## src/rtl/seq_pattern_match_ctrl.sv

```systemverilog
// Programmable serial pattern matcher with overlap and saturating count.
// Optional sticky irq: define SEQ_PATTERN_MATCH_CTRL_IRQ_EN.
module seq_pattern_match_ctrl #(
  parameter int PAT_W = 4,
  parameter int CNT_W = 8,
  localparam int LEN_W = $clog2(PAT_W) + 1
) (
  input  logic             clk,
  input  logic             reset,
  input  logic             cfg_en,
  input  logic [PAT_W-1:0] cfg_pattern,
  input  logic [LEN_W-1:0] cfg_len,
  output logic             cfg_err,
  input  logic             in_val,
  input  logic             in_,
  output logic             in_rdy,
  output logic             out,
  output logic [CNT_W-1:0] match_count,
  output logic             armed,
  output logic             irq,
  input  logic             irq_clr
);

  typedef enum logic {
    IDLE  = 1'b0,
    ARMED = 1'b1
  } state_e;

  localparam logic [LEN_W-1:0] MAX_LEN = LEN_W'(PAT_W);

  state_e           state_q, state_d;
  logic [PAT_W-1:0] pat_q, pat_d;
  logic [LEN_W-1:0] len_q, len_d;
  logic [PAT_W-1:0] hist_q, hist_d;
  logic [LEN_W-1:0] fill_q, fill_d;
  logic [CNT_W-1:0] cnt_q, cnt_d;
  logic             out_q, out_d;
  logic             err_q, err_d;
  logic [PAT_W-1:0] mask;
  logic             len_ok;
  logic             accept;
  logic             match;

  assign len_ok      = (cfg_len != '0) && (cfg_len <= MAX_LEN);
  assign in_rdy      = (state_q == ARMED) && !cfg_en;
  assign accept      = in_val && in_rdy;
  assign armed       = (state_q == ARMED);
  assign out         = out_q;
  assign cfg_err     = err_q;
  assign match_count = cnt_q;

  // Compare mask: only the low len bits of the window take part.
  always_comb begin
    mask = '0;
    for (int i = 0; i < PAT_W; i++) begin
      mask[i] = (LEN_W'(i) < len_q);
    end
  end

  // Config load, bit accept, window compare and counter update.
  always_comb begin
    state_d = state_q;
    pat_d   = pat_q;
    len_d   = len_q;
    hist_d  = hist_q;
    fill_d  = fill_q;
    cnt_d   = cnt_q;
    out_d   = 1'b0;
    err_d   = 1'b0;
    match   = 1'b0;
    if (cfg_en) begin
      if (len_ok) begin
        state_d = ARMED;
        pat_d   = cfg_pattern;
        len_d   = cfg_len;
        hist_d  = '0;
        fill_d  = '0;
        cnt_d   = '0;
      end else begin
        state_d = IDLE;
        err_d   = 1'b1;
      end
    end else if (accept) begin
      hist_d = {hist_q[PAT_W-2:0], in_};
      fill_d = (fill_q == MAX_LEN) ? fill_q : fill_q + 1'b1;
      match  = (fill_d >= len_q) &&
               (((hist_d ^ pat_q) & mask) == '0);
      out_d  = match;
      if (match && (cnt_q != '1)) begin
        cnt_d = cnt_q + 1'b1;
      end
    end
  end

  // State and datapath registers.
  always_ff @(posedge clk) begin
    if (reset) begin
      state_q <= IDLE;
      pat_q   <= '0;
      len_q   <= '0;
      hist_q  <= '0;
      fill_q  <= '0;
      cnt_q   <= '0;
      out_q   <= 1'b0;
      err_q   <= 1'b0;
    end else begin
      state_q <= state_d;
      pat_q   <= pat_d;
      len_q   <= len_d;
      hist_q  <= hist_d;
      fill_q  <= fill_d;
      cnt_q   <= cnt_d;
      out_q   <= out_d;
      err_q   <= err_d;
    end
  end

`ifdef SEQ_PATTERN_MATCH_CTRL_IRQ_EN
  logic irq_q, irq_d;

  // Sticky interrupt; a match on the clearing edge keeps it set.
  always_comb begin
    irq_d = irq_q;
    if (irq_clr) irq_d = 1'b0;
    if (match)   irq_d = 1'b1;
  end

  // Interrupt register.
  always_ff @(posedge clk) begin
    if (reset) irq_q <= 1'b0;
    else       irq_q <= irq_d;
  end

  assign irq = irq_q;
`else
  logic unused_irq_clr;
  assign unused_irq_clr = irq_clr;
  assign irq = 1'b0;
`endif

endmodule

```

## config.mk

```make
export PLATFORM = sky130hd
export DESIGN_NAME = seq_pattern_match_ctrl
export DESIGN_NICKNAME = d
export VERILOG_FILES = /design/src/rtl/seq_pattern_match_ctrl.sv
export SDC_FILE = /design/constraint.sdc
export NUM_CORES = 1
export LEC_CHECK = 0
export CAP_MARGIN = 20
export CORE_MARGIN = 10
export CORE_UTILIZATION = 25
export CTS_BUF_LIST = sky130_fd_sc_hd__clkbuf_8
export CTS_CLUSTER_DIAMETER = 40
export CTS_CLUSTER_SIZE = 16
export DETAILED_ROUTE_END_ITERATION = 10
export SLEW_MARGIN = 10
export SYNTH_ARGS = -nofsm -noshare
export SYNTH_HDL_FRONTEND = slang
export SYNTH_SLANG_ARGS = --single-unit
```

## constraint.sdc

```tcl
create_clock -name clk -period 3.05 [get_ports clk]
set_input_delay 0.915 -clock clk [delete_from_list [all_inputs] [get_ports clk]]
set_output_delay 0.915 -clock clk [all_outputs]
set_load 0.02 [all_outputs]
```

Word-level counts from Yosys, hierarchy flattened
Cells that the tools add are included.
{"block": "op_classes", "n_addsub": 2, "multipliers": 0, "div": 0, "magnitude_cmp": 6, "eq_ne": 3, "shifts": 0, "n_mux": 13, "bitwise": 4, "n_reduce_logical": 15}
{"cell": "2-to-1 mux 8 bit", "count": 4}
{"cell": "2-to-1 mux 3 bit", "count": 7}
{"cell": "adder 8 x 1 -> 8 bit (second input constant)", "count": 1}
{"cell": "!= test 8 bit (second input constant)", "count": 1}
{"cell": "< comparator 1 x 3 -> 1 bit (first input constant)", "count": 2}
{"cell": "< comparator 2 x 3 -> 1 bit (first input constant)", "count": 2}
{"cell": "logical AND 1 bit", "count": 5}
{"cell": "AND 4 bit", "count": 1}
{"cell": "logical NOT 4 bit", "count": 1}
{"cell": "AND reduction 2 bit", "count": 2}
{"cell": "nonzero test 2 bit", "count": 2}
{"cell": "bitwise XOR 4 bit", "count": 1}
{"cell": "adder 3 x 1 -> 3 bit (second input constant)", "count": 1}
{"cell": "equality test 3 bit (second input constant)", "count": 1}
{"cell": "greater-or-equal comparator 3 bit", "count": 1}
{"cell": "<= comparator 3 bit (second input constant)", "count": 1}
{"cell": "AND reduction 3 bit", "count": 1}
{"cell": "nonzero test 3 bit", "count": 1}
{"cell": "OR reduction 3 bit", "count": 1}
{"cell": "2-to-1 mux 1 bit", "count": 2}
{"cell": "!= test 2 x 1 -> 1 bit (second input constant)", "count": 1}
{"cell": "NOT 1 bit", "count": 2}
{"cell": "OR reduction 2 bit", "count": 1}
{"cell": "logical NOT 1 bit", "count": 1}
{"block": "word_totals", "register_bits": 24, "latch_bits": 0, "ram_bits": 0, "rom_bits": 0, "input_bits": 13, "out_inout_bits": 13, "word_cells": 51, "n_memories": 0}

Logic depth before layout (Yosys ltp)
{"block": "logic_depth", "word_depth": 8, "mapped_depth": 11, "mapped_depth_nobuf": 10}

Least setup slack after synthesis
No wires, ideal clock.
{"block": "synth_path", "path_type": "input port to output port", "startpoint": "input cfg_en", "endpoint": "output in_rdy", "t_arrival_ps": 1398, "t_required_ps": 2135, "setup_slack_ps": 737, "stages": 2, "n_path_buf": 1, "path_cell_list": "clkbuf_8 nor2b_1"}
{"block": "synth_between", "elab_chain_len": 2}
{"element": "start, declared", "line_no": "10", "rtl": "input logic cfg_en,"}
{"element": "logical NOT 1 bit", "line_no": "45", "rtl": "assign in_rdy = (state_q == ARMED) && !cfg_en;"}
{"element": "logical AND 1 bit", "line_no": "45"}
{"element": "end, declared", "line_no": "16", "rtl": "output logic in_rdy,"}
No other way between the ends.

Worst setup path in the final report
Same ends and word-level chain as after synthesis.

==> key figures <==
Placement
  – Dpl cell area: ~0.0016 mm^2
  – Gpl congestion: between 0.7 and 0.8
  – HPWL after DPL: approximately 2.2 mm
  – I/O Buffers: 23
  – Cells after DPL: between 200 and 250

Global route
  – GRT Max-Usage Layer: met2
  – All-Layer GR Usage: between 7 and 8%
  – Total gr overflow: 0
  – Met3 usage: 2.798%
  – Vias in the first global route: ~1100
  – Largest net degree at the start of global routing: 17
  – Met1 Use GR: ~8.5%
  – First-pass GRT wire length: approximately 5.0 mm
  – Met2 usage: 11.52%
  – Initial antenna violation count: 0

Worst setup path
  – Slowest cell on the critical path: clkdlybuf4s50_1
  – CP peak stage delay: 0.42 ns
  – Data arrival, critical path: 1.85 ns
  – Worst EP required: 2.13 ns
  – CP Class: in2out
  – Critical-path cell list: clkdlybuf4s50_1, nor2b_1, dlygate4sd2_1
  – CP Capture Type: output port
  – Crit-path max FO: 2
  – CP startpoint kind: input port

Run
  – Max_cap viols: 0

STA
  – RSZ-0062 raised after global routing: no
  – Final hold violations: 0
  – Setup TNS Final: 0 ns
  – Final Hold Slack: about 0.50 ns
  – Final Critical Period: roughly 2.8 ns
  – Fin crit share: 90.58%
  – Final Max Tran Viols: 0
  – Fmax: between 300 and 400 MHz
  – Clk_skew: ~0.00047 ns
  – Endpoints failing setup: 0

Die
  – Die area: about 0.0083 mm^2
  – Io pins: 26
  – DIE WIDTH: approximately 90 um
  – Die Span Y: around 91 um
  – Core area: 0.004817 mm^2
  – Rows: 25
  – Starting Density: about a quarter

Clock network
  – Cts hold-fix bufs: 0
  – Worst skew pair latency: ~0.26 ns
  – Worst-path clk slew: roughly 0.08 ns
  – Root buf cell: clkbuf_8
  – Setup bufs post-CTS: 0
  – Max clock buf depth: 2
  – CTS sink count: 24
  – CTS H-Tree Depth: 1
  – CTS Buf Count: 3
  – CTS tree: done

Route
  – Final WL: between 2 and 3 mm
  – Final ANT Viol Nets: 0
  – Routed vias: about 1100
  – Vias/cell: ~4.7
  – DRT iter0 DRCs: 74
  – DR pass1 iterations: 4
  – DRC Markers: 0
  – WL per Instance: approximately 12 um

Synthesis
  – Sequential fraction of the synthesis area: between 30% and 40%
  – Syn Area/Cell: between 8 and 9 um^2
  – FF+latch count, synth: 24
  – Synth unique cells: 37
  – Syn Inst Count: around 140
  – YS warnings: 0
  – Syn Nets: about 160
  – Post-synthesis cell area: roughly 0.0013 mm^2

Power and ir drop
  – Leakage power: ~0.6 nW
  – P per Cell Area: ~360 mW/mm^2
  – Maximum VDD drop: about 220 uV
  – Net switching fraction of the power: between 20% and 30%
  – Seq pwr share: between 50% and 60%
  – Logic gate share of total power: 13.4%
  – Pint: roughly 0.00045 W
  – Clock share of power: a little under a third
  – NetSw: ~0.00014 W

Hold path
  – Worst min path class: reg2reg

Layout
  – # nets final: around 190
  – Layout Utilization: 33.82%
  – Design Area, Final: 0.001629 mm^2
  – Fraction of layout cells with a size suffix above 1: 11.18%
  – Most frequent cells in the layout: dfxtp_1 (24), clkdlybuf4s50_1 (22), nor2_1 (16), a21oi_1 (16), o21ai_0 (8)
  – Non-Filler Instances: approximately 240
  – Most common cell after layout, fill and taps aside: dfxtp_1
  – N_diodes: 0
  – Layout area overhead: 28.02%

Outcome
  – Run status: complete, no violations
==> critical path, delay by kind of cell <==
family,cells,cell delay [ns]
buffers and inverters,2,0.78
AND/OR/NAND/NOR,1,0.15
==> cell usage after synthesis <==
| master | number | share of area [%] |
|---|---|---|
| nor3_1 | 1 | 0.39 |
| nand4_1 | 1 | 0.49 |
| a31oi_1 | 2 | 0.98 |
| conb_1 | 1 | 0.29 |
| nand3_2 | 1 | 0.79 |
| o21ai_0 | 8 | 3.1 |
| or3_1 | 2 | 0.98 |
| a31oi_2 | 1 | 0.98 |
| ha_1 | 6 | 5.9 |
| nor2_1 | 16 | 4.7 |
| a21oi_1 | 16 | 6.3 |
| clkbuf_1 | 4 | 1.2 |
| o211ai_1 | 2 | 1.2 |
| a21oi_2 | 1 | 0.69 |
| xor2_1 | 3 | 2.1 |
| dfxtp_1 | 24 | 38 |
| or3_2 | 2 | 1.2 |
| and2_0 | 1 | 0.49 |
| buf_4 | 1 | 0.59 |
| o21bai_1 | 1 | 0.59 |
| nand2b_1 | 3 | 1.5 |
| xnor2_1 | 2 | 1.4 |
| nand2_1 | 4 | 1.2 |
| nor2b_1 | 2 | 0.98 |
| and3_1 | 1 | 0.49 |
| nand3_1 | 3 | 1.2 |
| nor3b_1 | 7 | 4.1 |
| o31ai_1 | 4 | 2.4 |
| inv_1 | 6 | 1.8 |
| nand3b_4 | 1 | 1.6 |
| mux2i_1 | 6 | 4.7 |
| clkbuf_8 | 2 | 2.2 |
| or4_1 | 4 | 2.4 |
| and3_2 | 2 | 1.2 |
| o41ai_1 | 1 | 0.69 |
| nand4_2 | 1 | 0.98 |
| a2bb2oi_1 | 1 | 0.69 |
==> power groups by stage <==
stage	combinational, W	clock, W	sequential (W)
3_5_place_dp	0.0000792	0	0.000334
6_report	0.0000788	0.000184	0.000326
2_1_floorplan	0.0000458	0	0.000335
4_1_cts	0.0000792	0.000194	0.000327
3_3_place_gp	0.0000788	0	0.000334
5_1_grt	0.0000870	0.000206	0.000328
==> registers in the layout, summed over array words and instances, names as in the netlist <==
register,count
match_count,8
armed,1
len_q,3
cfg_err,1
hist_q,3
pat_q,4
fill_q,3
out,1
==> layer usage <==
metal,wire length (um),up-vias,share of wire [%]
met3,154,2,5.4
li1,-,568,-
met2,1282,23,45
met1,1388,510,49
met4,23,0,0.81
met5,0,-,0
==> final timing paths <==
check,cells after the start,endpoint,slack (ns),start
worst max-delay path,3,in_rdy,0.29,cfg_en
worst min-delay path,2,match_count[7]$_SDFFE_PP0P_,0.50,match_count[7]$_SDFFE_PP0P_
worst max register to register,10,match_count[4]$_SDFFE_PP0P_,0.59,fill_q[0]$_SDFFE_PP0P_
worst min register to register,2,match_count[7]$_SDFFE_PP0P_,0.50,match_count[7]$_SDFFE_PP0P_
==> timing repair <==
item / 4_1_cts / 5_1_grt
gates resized for setup: 1 / 0
hold endpoints to repair: 0 / 0
endpoints found under the setup margin: 1 / 0
==> stage by stage <==
| stage | setup slack, ns | total power (W) |
|---|---|---|
| global route | 0.2207 | 0.0006212 |
| CTS | 0.2758 | 0.0005998 |
| detailed placement | -0.0001821 | 0.0004130 |
| global placement | 0.01806 | 0.0004127 |
| finish | 0.2873 | 0.0005895 |
| floorplan | 0.7370 | 0.0003804 |
==> final cells by class <==
| cell class | instances | area (um^2) |
|---|---|---|
| Sequential cell | 24 | 480.5 |
| Fill cell | 531 | 3188 |
| Clock buffer | 3 | 41.29 |
| Inverter | 6 | 22.52 |
| Multi-Input combinational cell | 107 | 719.4 |
| Timing Repair Buffer | 30 | 281.5 |
| Tap cell | 67 | 83.83 |
==> cells by family after synthesis <==
| family | after synthesis | synth area share [%] |
|---|---|---|
| flip-flops | 24 | 37.76 |
| AO/OA/AOI/OAI | 37 | 17.60 |
| buffers and inverters | 13 | 5.703 |
| adder cells (fa/ha/maj) | 6 | 5.900 |
| AND/OR/NAND/NOR | 52 | 24.58 |
| multiplexers | 6 | 4.720 |
| other | 1 | 0.2947 |
| XOR/XNOR | 5 | 3.442 |
No activity file was read; power rests on OpenSTA's default activity.
==> RTL change 1: new RTL, same settings <==
Register the inputs `cfg_en`, `cfg_pattern` and `cfg_len` before use. The logic sees them one clock later. The other inputs are not delayed to match.
--- a/src/rtl/seq_pattern_match_ctrl.sv
+++ b/src/rtl/seq_pattern_match_ctrl.sv
@@ -30,2 +30,12 @@
 
+  logic cfg_en_q;
+  logic [PAT_W-1:0] cfg_pattern_q;
+  logic [LEN_W-1:0] cfg_len_q;
+
+  always_ff @(posedge clk) begin
+    cfg_en_q      <= cfg_en;
+    cfg_pattern_q <= cfg_pattern;
+    cfg_len_q     <= cfg_len;
+  end
+
   state_e           state_q, state_d;
@@ -43,4 +53,4 @@
 
-  assign len_ok      = (cfg_len != '0) && (cfg_len <= MAX_LEN);
-  assign in_rdy      = (state_q == ARMED) && !cfg_en;
+  assign len_ok      = (cfg_len_q != '0) && (cfg_len_q <= MAX_LEN);
+  assign in_rdy      = (state_q == ARMED) && !cfg_en_q;
   assign accept      = in_val && in_rdy;
@@ -70,7 +80,7 @@
     match   = 1'b0;
-    if (cfg_en) begin
+    if (cfg_en_q) begin
       if (len_ok) begin
         state_d = ARMED;
-        pat_d   = cfg_pattern;
-        len_d   = cfg_len;
+        pat_d   = cfg_pattern_q;
+        len_d   = cfg_len_q;
         hist_d  = '0;
Check against the original RTL: not equivalent (Yosys sat finds a counterexample within 4 cycles, from zero or initial values and one cycle with reset high).
==> RTL change 1 against the unedited design <==
Combinational power fell by 14%; worst setup slack improved by 150 ps; cell area rose by 8.9%; area after synthesis rose by 5.9%; sequential cell count rose by 8; power rose by 53%; first-iteration DRC count fell by 26%; clock power rose by 110%; global-route usage barely moved; die area rose by 4.6%; critical path depth rose by 4; routed wire length rose by 0.14%; highest routed layer unchanged.
==> RTL change 1: results (changes against the unedited design) <==
CTS
  – H-tree lvl count: 2 (+1)
  – Postcts setup bufs: 0 (unchanged)
  – Clk_lat worst skew: 290 ps (+30 ps)
  – Post-CTS Resized: 0 (-1)

Routing
  – Vias/cell: 4.46 (-4.1%)
  – Routed Wire Length: 2850 microns (+0.14%)

Global routing
  – Vias in the first global route: 1054 (-8.1%)
  – Overall Global Routing Usage: 7.01% (-0.012 points)
  – Global-route wire length before repair: 4820 microns (-4.1%)

Pwr
  – Peak VDD IR: 0.000270 V (+20%)
  – Int Pwr: 705 uW (+58%)
  – Leakage power: 0.000692 uW (+12%)

Logic synthesis
  – Library cells used by synthesis: 33 (-11%)
  – Synth cell count leaders: dfxtp_1 (32), a21oi_1 (18), nor2_1 (14), nand3_1 (11), nand2_1 (9)
  – Sequential share of the synthesized area: 47.5% (+9.8 points)
  – Post-synthesis instance total: 150 (+4.2%)
  – Syn nets: 169 (+3.7%)

Cells and area
  – Share of cells above drive strength 1: 8.38% (-2.8 points)
  – Non-Filler Instances: 249 (+5.1%)
  – Nets: 197 (+3.1%)

Place
  – Routability Congestion: 0.714 (-7.9%)
  – Detail Placement HPWL: 2100 microns (-3.4%)
  – Pre-CTS WS: 129 ps (+130 ps)

Status
  – Outcome: completed

Critical path
  – CP peak stage delay: 470 ps (+50 ps)
RTL change 1: cell types whose count changed in the layout (fill, tap and decap cells not counted), sizes merged, moves of 3 or more:
cell	delta
dfxtp	+8
nor3b	-7
buf	-3
o21ai	-3
nand3	+7
nand2	+5
RTL change 1: area by class of cell:
type,instances,area (sq um)
inverters,7,26.3
multi-input cells,105,652
repair buffers,27,260
clock buffers,5,68.8
well taps,70,87.6
flip-flops and latches,32,641
fillers,527,3400
clock inverters,3,38.8
RTL change 1: final timing paths:
kind	start	to	slack, ps	depth (start not counted)
worst max-delay path	in_	match_count[5]	430	7
worst min-delay path	cfg_pattern_q[1]	pat_q[1]	470	2
worst max register to register	fill_q[0]	match_count[5]	660	11
worst min register to register	cfg_pattern_q[1]	pat_q[1]	470	2
RTL change 1: per-layer routing:
layer	wire length [microns]	global-route usage, %	part of all wire [%]
met1	1360	7.75	48
met2	1220	10.8	43
met3	204	3.12	7.2
met4	68	4.24	2.4
met5	0	0	0
RTL change 1: critical path: cells and delay by family:
family | cells | cell delay (ps)
xor gates and xnor gates | 1 | 150
AOI/OAI and AO/OA | 2 | 510
and+or+nand+nor | 2 | 610
buffers and inverters | 2 | 650
RTL change 1: logic make-up after synthesis:
group,share of synthesized area (%)
compound gates,13.6
mux,4.46
fa+ha+maj,5.57
simple gates,21.2
other cells,0.278
buf+inv,4.09
flops,47.5
xor+xnor,3.25
RTL change 1: power by group through the flow:
stage                     Combinational [uW]  Clock, uW  Sequential [uW]
after floorplan                         39.6          0              449
after global placement                  67.3          0              451
after detailed placement                68.2          0              451
after CTS                               68.5        406              441
after global routing                    76.4        425              443
final                                   67.7        394              441
==> RTL change 2: new RTL, config.mk and constraints unchanged <==
Made on the original files. Set the parameter `CNT_W` to 6 (it was 8).
--- a/src/rtl/seq_pattern_match_ctrl.sv
+++ b/src/rtl/seq_pattern_match_ctrl.sv
@@ -4,3 +4,3 @@
   parameter int PAT_W = 4,
-  parameter int CNT_W = 8,
+  parameter int CNT_W = 6,
   localparam int LEN_W = $clog2(PAT_W) + 1
Ports: changed (resized match_count); port bits go from 26 to 24. The function was not compared with the original's and may differ.
==> RTL change 2 against the unedited design <==
Worst setup slack lost 55 ps; area after synthesis shrank 6.8%; power shrank 0.17%; non-clock buffer count shrank 4; cell count shrank 9.3%; clock skew grew 5.2 ps; global-route usage grew 0.17 points; register-to-register slack gained 120 ps; cell area shrank 7.1%; sequential cell count shrank 2; routed wire length shrank 5.5%; synthesized cell count shrank 4.9%; highest routed layer unchanged.
==> RTL change 2: results (changes against the unedited design) <==
Global routing
  – M2 GR Usage: 11.2% (-0.28 points)
  – GRT met1 Usage: 8.91% (+0.40 points)
  – Vias in the first global route: 987 (-14%)
  – Largest net degree at the start of global routing: 19 (+2)

Cells and area
  – Share of cells above drive strength 1: 10.6% (-0.62 points)
  – Clock-cell share of area: 3.64% (+1.1 points)
  – Number of non-clock inverters: 5 (-1)
  – Non-clk buf share: 16.3% (-0.99 points)
  – Max reg flops: 6 (-2)
  – Sequential Area: 440 sq um (-8.3%)
  – Fill count: 497 (-6.4%)
  – Non-Filler Instances: 215 (-9.3%)

Routing
  – Met2 WL post-DR: 1140 microns (-11%)
  – Metal3 WL: 181 microns (+18%)
  – Vias: 1004 (-9.0%)
  – Met1 WL: 1340 microns (-3.6%)
  – 1st-iter DRT viols: 41 (-45%)
  – Routed Wire Length: 2690 microns (-5.5%)

Place
  – Buffers on Ports: 21 (-8.7%)
  – Pre-CTS WS: -52.9 ps (-52.7 ps)
  – Detail Placement HPWL: 2060 microns (-5.3%)

Pwr
  – Int Pwr: 447 uW (+0.18%)
  – Peak VDD IR: 0.000211 V (-6.1%)
  – P_sw: 141 uW (-1.2%)

Logic synthesis
  – Multiplexer area fraction after synthesis: 5.06% (+0.34 points)
  – Library cells used by synthesis: 39 (+5.4%)
  – Synth area leaders: dfxtp_1 (37%), ha_1 (6.3%), nor2_1 (5.7%)
  – Synth Area in Adders: 6.33% (+0.43 points)
  – Syn Area/Cell: 8.66 sq um (-2.0%)
  – Post-synthesis xor/xnor area fraction: 4.43% (+0.99 points)

Status
  – Outcome: completed

CTS
  – Clk sink count: 22 (-8.3%)
RTL change 2: cell types whose count changed after synthesis, moves of 4 or more:
cell / unedited run / this run
nand2_1: 4 / 8
o31ai_1: 4 / 0
a21oi_1: 16 / 9
o21ai_0: 8 / 4
RTL change 2: metrics by stage:
stage                     hold slack [ps]  area (sq um)  util [%]
after detailed placement              486          1460      31.3
final                                 496          1510      32.5
after global placement                477          1460      31.3
after floorplan                       465          1190         -
after CTS                             499          1510      32.5
after global routing                  519          1510      32.5
RTL change 2: path summary, 6_finish.rpt:
check                           slack [ps]      start        endpoint
worst max-delay path                   230     cfg_en          in_rdy
worst min register to register         500  fill_q[1]       fill_q[1]
worst min-delay path                   500  fill_q[1]       fill_q[1]
worst max register to register         710  fill_q[0]  match_count[5]
RTL change 2: worst max-delay path, cell delays in order:
cell and delay, ps:
clkdlybuf4s50_1 420, nand2b_1 160, inv_1 70, dlygate4sd2_1 330
